===== src/rtl/pet_prg_pkg.sv =====
// Shared types and constants for the PET .PRG download loader.
package pet_prg_pkg;

   typedef logic [2:0] state_t;

   localparam state_t ST_IDLE    = 3'd0;
   localparam state_t ST_HDR_LO  = 3'd1;
   localparam state_t ST_HDR_HI  = 3'd2;
   localparam state_t ST_DATA    = 3'd3;
   localparam state_t ST_PATCH   = 3'd4;
   localparam state_t ST_AUTORUN = 3'd5;
   localparam state_t ST_DONE    = 3'd6;

   localparam logic [15:0] KBUF_ADDR = 16'h026F;
   localparam logic [15:0] KBUF_CNT  = 16'h009E;

   localparam int unsigned AUTORUN_LEN = 4;
   localparam logic [7:0] AUTORUN_TEXT [AUTORUN_LEN] = '{8'h52, 8'h55, 8'h4E, 8'h0D};

endpackage


===== src/rtl/pet_prg_loader.sv =====
// PET .PRG loader: streams a downloaded program into main RAM through the DMA
// port, then patches VARTAB/ARYTAB/STREND to the end address.
// Optional build macro PET_PRG_AUTORUN_EN adds an AUTORUN state that types
// "RUN<CR>" into the keyboard buffer after the pointer patch.
module pet_prg_loader
   import pet_prg_pkg::*;
#(
   parameter logic [15:0]  RAM_TOP   = 16'h7FFF,
   parameter logic [7:0]   PTR_BASE  = 8'h2A,
   parameter int unsigned  PTR_COUNT = 3
) (
   input  logic        clk,
   input  logic        reset_n,
   input  logic        dl_active,
   input  logic        dl_wr,
   input  logic [7:0]  dl_data,
   output logic        dl_wait,
   output logic [14:0] dma_addr,
   output logic [7:0]  dma_din,
   output logic        dma_we,
   output logic        busy,
   output logic        load_done,
   output logic        load_err
);

   localparam int unsigned IDX_W     = 4;
   localparam int unsigned PATCH_LEN = 2 * PTR_COUNT;

   state_t             state, state_n;
   logic               act_q;
   logic [15:0]        cur, cur_n;
   logic [15:0]        end_addr, end_n;
   logic               ovf, ovf_n;
   logic [IDX_W-1:0]   idx, idx_n;

   logic               rise, fall;
   logic               wait_n, we_n, busy_n, done_n, err_n;
   logic [14:0]        addr_n;
   logic [7:0]         din_n;

   // State, datapath and registered outputs.
   always_ff @(posedge clk or negedge reset_n) begin
      if (!reset_n) begin
         state     <= ST_IDLE;
         act_q     <= 1'b0;
         cur       <= 16'h0000;
         end_addr  <= 16'h0000;
         ovf       <= 1'b0;
         idx       <= '0;
         dl_wait   <= 1'b0;
         dma_addr  <= 15'h0000;
         dma_din   <= 8'h00;
         dma_we    <= 1'b0;
         busy      <= 1'b0;
         load_done <= 1'b0;
         load_err  <= 1'b0;
      end else begin
         state     <= state_n;
         act_q     <= dl_active;
         cur       <= cur_n;
         end_addr  <= end_n;
         ovf       <= ovf_n;
         idx       <= idx_n;
         dl_wait   <= wait_n;
         dma_addr  <= addr_n;
         dma_din   <= din_n;
         dma_we    <= we_n;
         busy      <= busy_n;
         load_done <= done_n;
         load_err  <= err_n;
      end
   end

   // Next-state, write sequencing and output decode.
   always_comb begin
      state_n = state;
      cur_n   = cur;
      end_n   = end_addr;
      ovf_n   = ovf;
      idx_n   = idx;
      err_n   = load_err;
      we_n    = 1'b0;
      addr_n  = dma_addr;
      din_n   = dma_din;
      rise    = dl_active & ~act_q;
      fall    = ~dl_active & act_q;

      case (state)
         ST_IDLE: begin
            if (rise) begin
               state_n = ST_HDR_LO;
               err_n   = 1'b0;
               ovf_n   = 1'b0;
               idx_n   = '0;
            end
         end

         ST_HDR_LO: begin
            if (dl_wr) begin
               cur_n   = {cur[15:8], dl_data};
               state_n = ST_HDR_HI;
            end
            // Truncated header: abandon without patching.
            if (fall) begin
               err_n   = 1'b1;
               state_n = ST_DONE;
            end
         end

         ST_HDR_HI: begin
            if (dl_wr) begin
               cur_n = {dl_data, cur[7:0]};
               if (fall) begin
                  end_n   = cur_n;
                  idx_n   = '0;
                  state_n = ST_PATCH;
               end else begin
                  state_n = ST_DATA;
               end
            end else if (fall) begin
               err_n   = 1'b1;
               state_n = ST_DONE;
            end
         end

         ST_DATA: begin
            if (dl_wr) begin
               // Once past RAM_TOP, cur only returns in range through a wrap.
               if (cur <= RAM_TOP && !ovf) begin
                  we_n   = 1'b1;
                  addr_n = cur[14:0];
                  din_n  = dl_data;
               end else begin
                  ovf_n = 1'b1;
                  err_n = 1'b1;
               end
               cur_n = cur + 16'd1;
            end
            if (fall) begin
               if (ovf_n) begin
                  state_n = ST_DONE;
               end else begin
                  end_n   = cur_n;
                  idx_n   = '0;
                  state_n = ST_PATCH;
               end
            end
         end

         ST_PATCH: begin
            we_n   = 1'b1;
            addr_n = 15'(16'(PTR_BASE) + 16'(idx));
            din_n  = idx[0] ? end_addr[15:8] : end_addr[7:0];
            idx_n  = idx + IDX_W'(1);
            if (idx == IDX_W'(PATCH_LEN - 1)) begin
               idx_n = '0;
`ifdef PET_PRG_AUTORUN_EN
               state_n = ST_AUTORUN;
`else
               state_n = ST_DONE;
`endif
            end
         end

`ifdef PET_PRG_AUTORUN_EN
         ST_AUTORUN: begin
            we_n  = 1'b1;
            idx_n = idx + IDX_W'(1);
            if (idx < IDX_W'(AUTORUN_LEN)) begin
               addr_n = 15'(KBUF_ADDR + 16'(idx));
               din_n  = AUTORUN_TEXT[idx[1:0]];
            end else begin
               addr_n  = 15'(KBUF_CNT);
               din_n   = 8'(AUTORUN_LEN);
               idx_n   = '0;
               state_n = ST_DONE;
            end
         end
`endif

         ST_DONE: begin
            state_n = ST_IDLE;
         end

         default: begin
            state_n = ST_IDLE;
         end
      endcase

      wait_n = (state_n == ST_PATCH) || (state_n == ST_AUTORUN);
      done_n = (state == ST_DONE) && !load_err;
      // Hold busy through the load_done pulse so the CPU leaves reset after it.
      busy_n = (state_n != ST_IDLE) || done_n;
   end

endmodule


===== config.mk =====
export PLATFORM = sky130hd
export DESIGN_NAME = pet_prg_loader
export DESIGN_NICKNAME = d
export VERILOG_FILES = /design/src/rtl/pet_prg_pkg.sv /design/src/rtl/pet_prg_loader.sv
export SDC_FILE = /design/constraint.sdc
export NUM_CORES = 1
export LEC_CHECK = 0
export CAP_MARGIN = 0
export CORE_UTILIZATION = 45
export DETAILED_ROUTE_END_ITERATION = 10
export GPL_TIMING_DRIVEN = 0
export PLACE_DENSITY = 0.7
export SYNTH_ARGS = -nofsm -noshare
export SYNTH_HDL_FRONTEND = slang
export SYNTH_SLANG_ARGS = --single-unit

===== constraint.sdc =====
create_clock -name clk -period 2.15 [get_ports clk]
set_input_delay 0.43 -clock clk [delete_from_list [all_inputs] [get_ports clk]]
set_output_delay 0.43 -clock clk [all_outputs]
set_load 0.02 [all_outputs]

==> results.ini <==
[sta]
min_clock_period_post_route_ps=2040
finalWorstSetupSlack_ps=114
max-slew-margin-rel_pct=41.5
whs_ps=164
worst_pin_slew_ps=878
finalHoldViolCount=0
fin_worst_skew_ps=10.1
final_sum_of_negative_setup_slack_ps=0
slew_viol_final=0
grt_setup_unrepaired=no
report.final.setup_viol=0
post-route-period-util_pct=94.7
max_freq_mhz=491

[critical_path]
worstPathArrival_ps=2270
critical_path.reg2reg.startpoint=cur[1]
timing.reg2reg.worst_path_depth=5
r2r_setup_slack_ps=170
reg_to_reg_endpoint=cur[8]
cp.required_ps=2380
worst-setup-path-type=input pin to flop
crit_fanout=10
cp-startpoint=dl_wr
worst_setup_path_end_kind=flop
cp_endpoint=end_addr[13]
timing.critical_path.from_type=input pin

[placed_design]
gpl_wtd_cong=0.924
io_buffer_count=39
placedInstanceArea_um2=4520
hpwlAfterDp_um=7660
pre_cts_ws_ps=-231

[global_routing]
grt_antenna_before_repair=0
globalRouteMet2Util_pct=37.2
grt-busiest-layer=met2
gr-usage-met3_pct=2.92
globalRouteOverflowTotal=0
grt_max_degree=70
grt_util_all_layers_pct=24.0
global_route.usage.met1_pct=33.3
grt_first_pass_wirelength_um=16700
first_global_vias=3285

[cts]
cts.htree.levels=3
worst_setup_hold_path_clk_slew_ps=80
worst_skew_pair_later_pin_latency_ps=350
cts_root_buf=sky130_fd_sc_hd__clkbuf_8
tritoncts=yes
cts_hold_buffers=0
clockBufferDepth=2
post_cts_resize_count=0
cts_inserted_buffers=9
clock-sinks=69
cts_setup_buffers=0

[synth]
synth_warnings=0
number_of_distinct_library_cell_variants_in_the_gate_level_netlist_after_synthesis=65
postSynth.asyncResetShare_pct=100
syn_avg_cell_area_um2=8.80
synth-seq-area-share_pct=43.2
synth_nets=470
synth_enable_flop_cells=0
seq_cells_post_synth=69
mappedNetlistArea_um2=4000
ys_dominant_reg_cell=sky130_fd_sc_hd__dfrtp_1
synth_cells=454

[die]
placeableCoreArea_um2=8680
floorplan.rows=34
dieWidth_um=96.2
dieArea_um2=9260
die_h_um=96.2
io_pins=40
floorplan.initialDensity_pct=46.0

[final_layout]
design.final.nets=520
area_growth_syn_to_layout_pct=18.5
final_cell_mix=sky130_fd_sc_hd__dfrtp_1 (69), sky130_fd_sc_hd__nand2_1 (67), sky130_fd_sc_hd__o21ai_0 (38), sky130_fd_sc_hd__clkdlybuf4s50_1 (38), sky130_fd_sc_hd__nor2_1 (33)
num_antenna_cells=0
final_area_um2=4730
layout.cells.most_common=sky130_fd_sc_hd__dfrtp_1
drive_above_1_share_pct=11.6

[power_and_ir_drop]
leakagePower_uw=0.00200
power.share.combinational_pct=49.2
p_int_uw=3850
power-per-cell-area_nw_per_um2=1420
seq_power_share_pct=33.3
power_frac_clock_pct=17.6
netSwitchingPower_uw=2870
sw_frac_of_total_pct=42.7
vdd_ir_drop_max_uv=465

[drt]
routed_wirelength_um=10400
first_pass_iters=5
first_iter_violations=298
routedWlPerCell_um=16.9
drt_antenna_net_count=0
detail_route.drc_violations=0
num_vias=3583
detail_route.vias_per_cell=5.81

[hold_path]
holdCritPathClass=input pin to asynchronous set/reset pin

[job]
cap_viol_max_count=0

[status]
run_status=completed

[synthesized netlist by cell type, types with 2 or more instances]
library cell	count	area share (%)
sky130_fd_sc_hd__mux2i_1	20	5.0
sky130_fd_sc_hd__buf_2	19	2.4
sky130_fd_sc_hd__a21boi_0	2	0.38
sky130_fd_sc_hd__and2_1	3	0.47
sky130_fd_sc_hd__clkbuf_1	14	1.3
sky130_fd_sc_hd__nand3_1	10	1.3
sky130_fd_sc_hd__nor4_2	3	0.94
sky130_fd_sc_hd__xnor2_1	8	1.8
sky130_fd_sc_hd__o211ai_1	4	0.75
sky130_fd_sc_hd__o21ai_1	9	1.1
sky130_fd_sc_hd__a31oi_1	12	1.9
sky130_fd_sc_hd__nor3_1	12	1.5
sky130_fd_sc_hd__nor4_1	2	0.31
sky130_fd_sc_hd__a21oi_1	30	3.8
sky130_fd_sc_hd__nand2b_1	5	0.78
sky130_fd_sc_hd__o21ai_0	38	4.8
sky130_fd_sc_hd__or3_1	3	0.47
sky130_fd_sc_hd__o21a_1	3	0.56
sky130_fd_sc_hd__o22ai_1	9	1.4
sky130_fd_sc_hd__dfrtp_1	69	43
sky130_fd_sc_hd__or4_1	2	0.38
sky130_fd_sc_hd__nand4_2	2	0.63
sky130_fd_sc_hd__nand2_1	67	6.3
sky130_fd_sc_hd__inv_1	13	1.2
sky130_fd_sc_hd__a221o_1	3	0.75
sky130_fd_sc_hd__or2_2	3	0.47
sky130_fd_sc_hd__o221ai_1	2	0.44
sky130_fd_sc_hd__and3b_1	2	0.44
sky130_fd_sc_hd__nor2b_1	4	0.63
sky130_fd_sc_hd__ha_1	4	1.3
sky130_fd_sc_hd__buf_6	2	0.56
sky130_fd_sc_hd__nor3b_1	3	0.56
sky130_fd_sc_hd__o41ai_1	2	0.44
sky130_fd_sc_hd__nand4_1	4	0.63
sky130_fd_sc_hd__nor2_1	33	3.1
sky130_fd_sc_hd__buf_4	4	0.75
[flip-flops by register name, indices dropped and copies added (netlist names)]
name and flops:
cur 16, end_addr 16, dma_addr 15, dma_din 8
idx 4, state 3, act_q 1, busy 1
dl_wait 1, dma_we 1, load_done 1, load_err 1
ovf 1
[worst max-delay path: stages]
cell and delay (ps):
sky130_fd_sc_hd__clkdlybuf4s50_1 590, sky130_fd_sc_hd__buf_6 190, sky130_fd_sc_hd__nand4_2 110, sky130_fd_sc_hd__buf_4 220, sky130_fd_sc_hd__nor4_4 330, sky130_fd_sc_hd__mux2i_1 280, sky130_fd_sc_hd__a31oi_1 110
[cells by family (layout without fill, tap and decap cells)]
family / count (synthesis) / count (layout) / synth area share [%]
compound gates: 129 / 129 / 19.5
xor+xnor: 9 / 9 / 1.97
fa+ha+maj: 4 / 4 / 1.25
buf+inv: 52 / 107 / 6.23
flops: 69 / 69 / 43.2
mux: 22 / 22 / 5.57
simple gates: 169 / 169 / 22.2
[power by group through the flow]
stage          Sequential (uW)  Clock, uW  Combinational, uW
2_1_floorplan             2430          0               1980
3_3_place_gp              2240          0               3210
3_5_place_dp              2260          0               3280
4_1_cts                   2230       1190               3290
5_1_grt                   2320       1240               3670
6_report                  2230       1180               3300
[final cells by class]
class	instances	area, um^2
timing repair buffer	39	388
inverter	13	48.8
clock inverter	6	87.6
buffer	39	200
multi-input combinational	333	2020
fill	808	3950
tap	108	135
sequential	69	1730
clock buffer	10	128
[routing by layer]
metal	vias up	share of wire (%)
li1	1716	-
met1	1688	45
met2	154	46
met3	25	5.8
met4	0	2.9
met5	-	0
[metrics by stage]
| stage | cells | power, uW | utilization (%) |
|---|---|---|---|
| 6_report | 617 | 6710 | 54.5 |
| 5_1_grt | 617 | 7220 | 54.5 |
| 4_1_cts | 617 | 6710 | 54.5 |
| 3_5_place_dp | 601 | 5540 | 52.1 |
| 3_3_place_gp | 601 | 5450 | 52.1 |
| 2_1_floorplan | 454 | 4410 | - |
[how the worst min path moves through the flow]
stage                   endpoint  cells after the start         from  slack (ps)
floorplan                  act_q                      0      reset_n         130
global placement     end_addr[4]                      2  end_addr[4]         460
detailed placement   end_addr[4]                      2  end_addr[4]         460
CTS                 dma_addr[14]                      1      reset_n         230
global route        dma_addr[10]                      1      reset_n         280
finish              dma_addr[14]                      1      reset_n         160
Power figures use the tool's default switching activity.
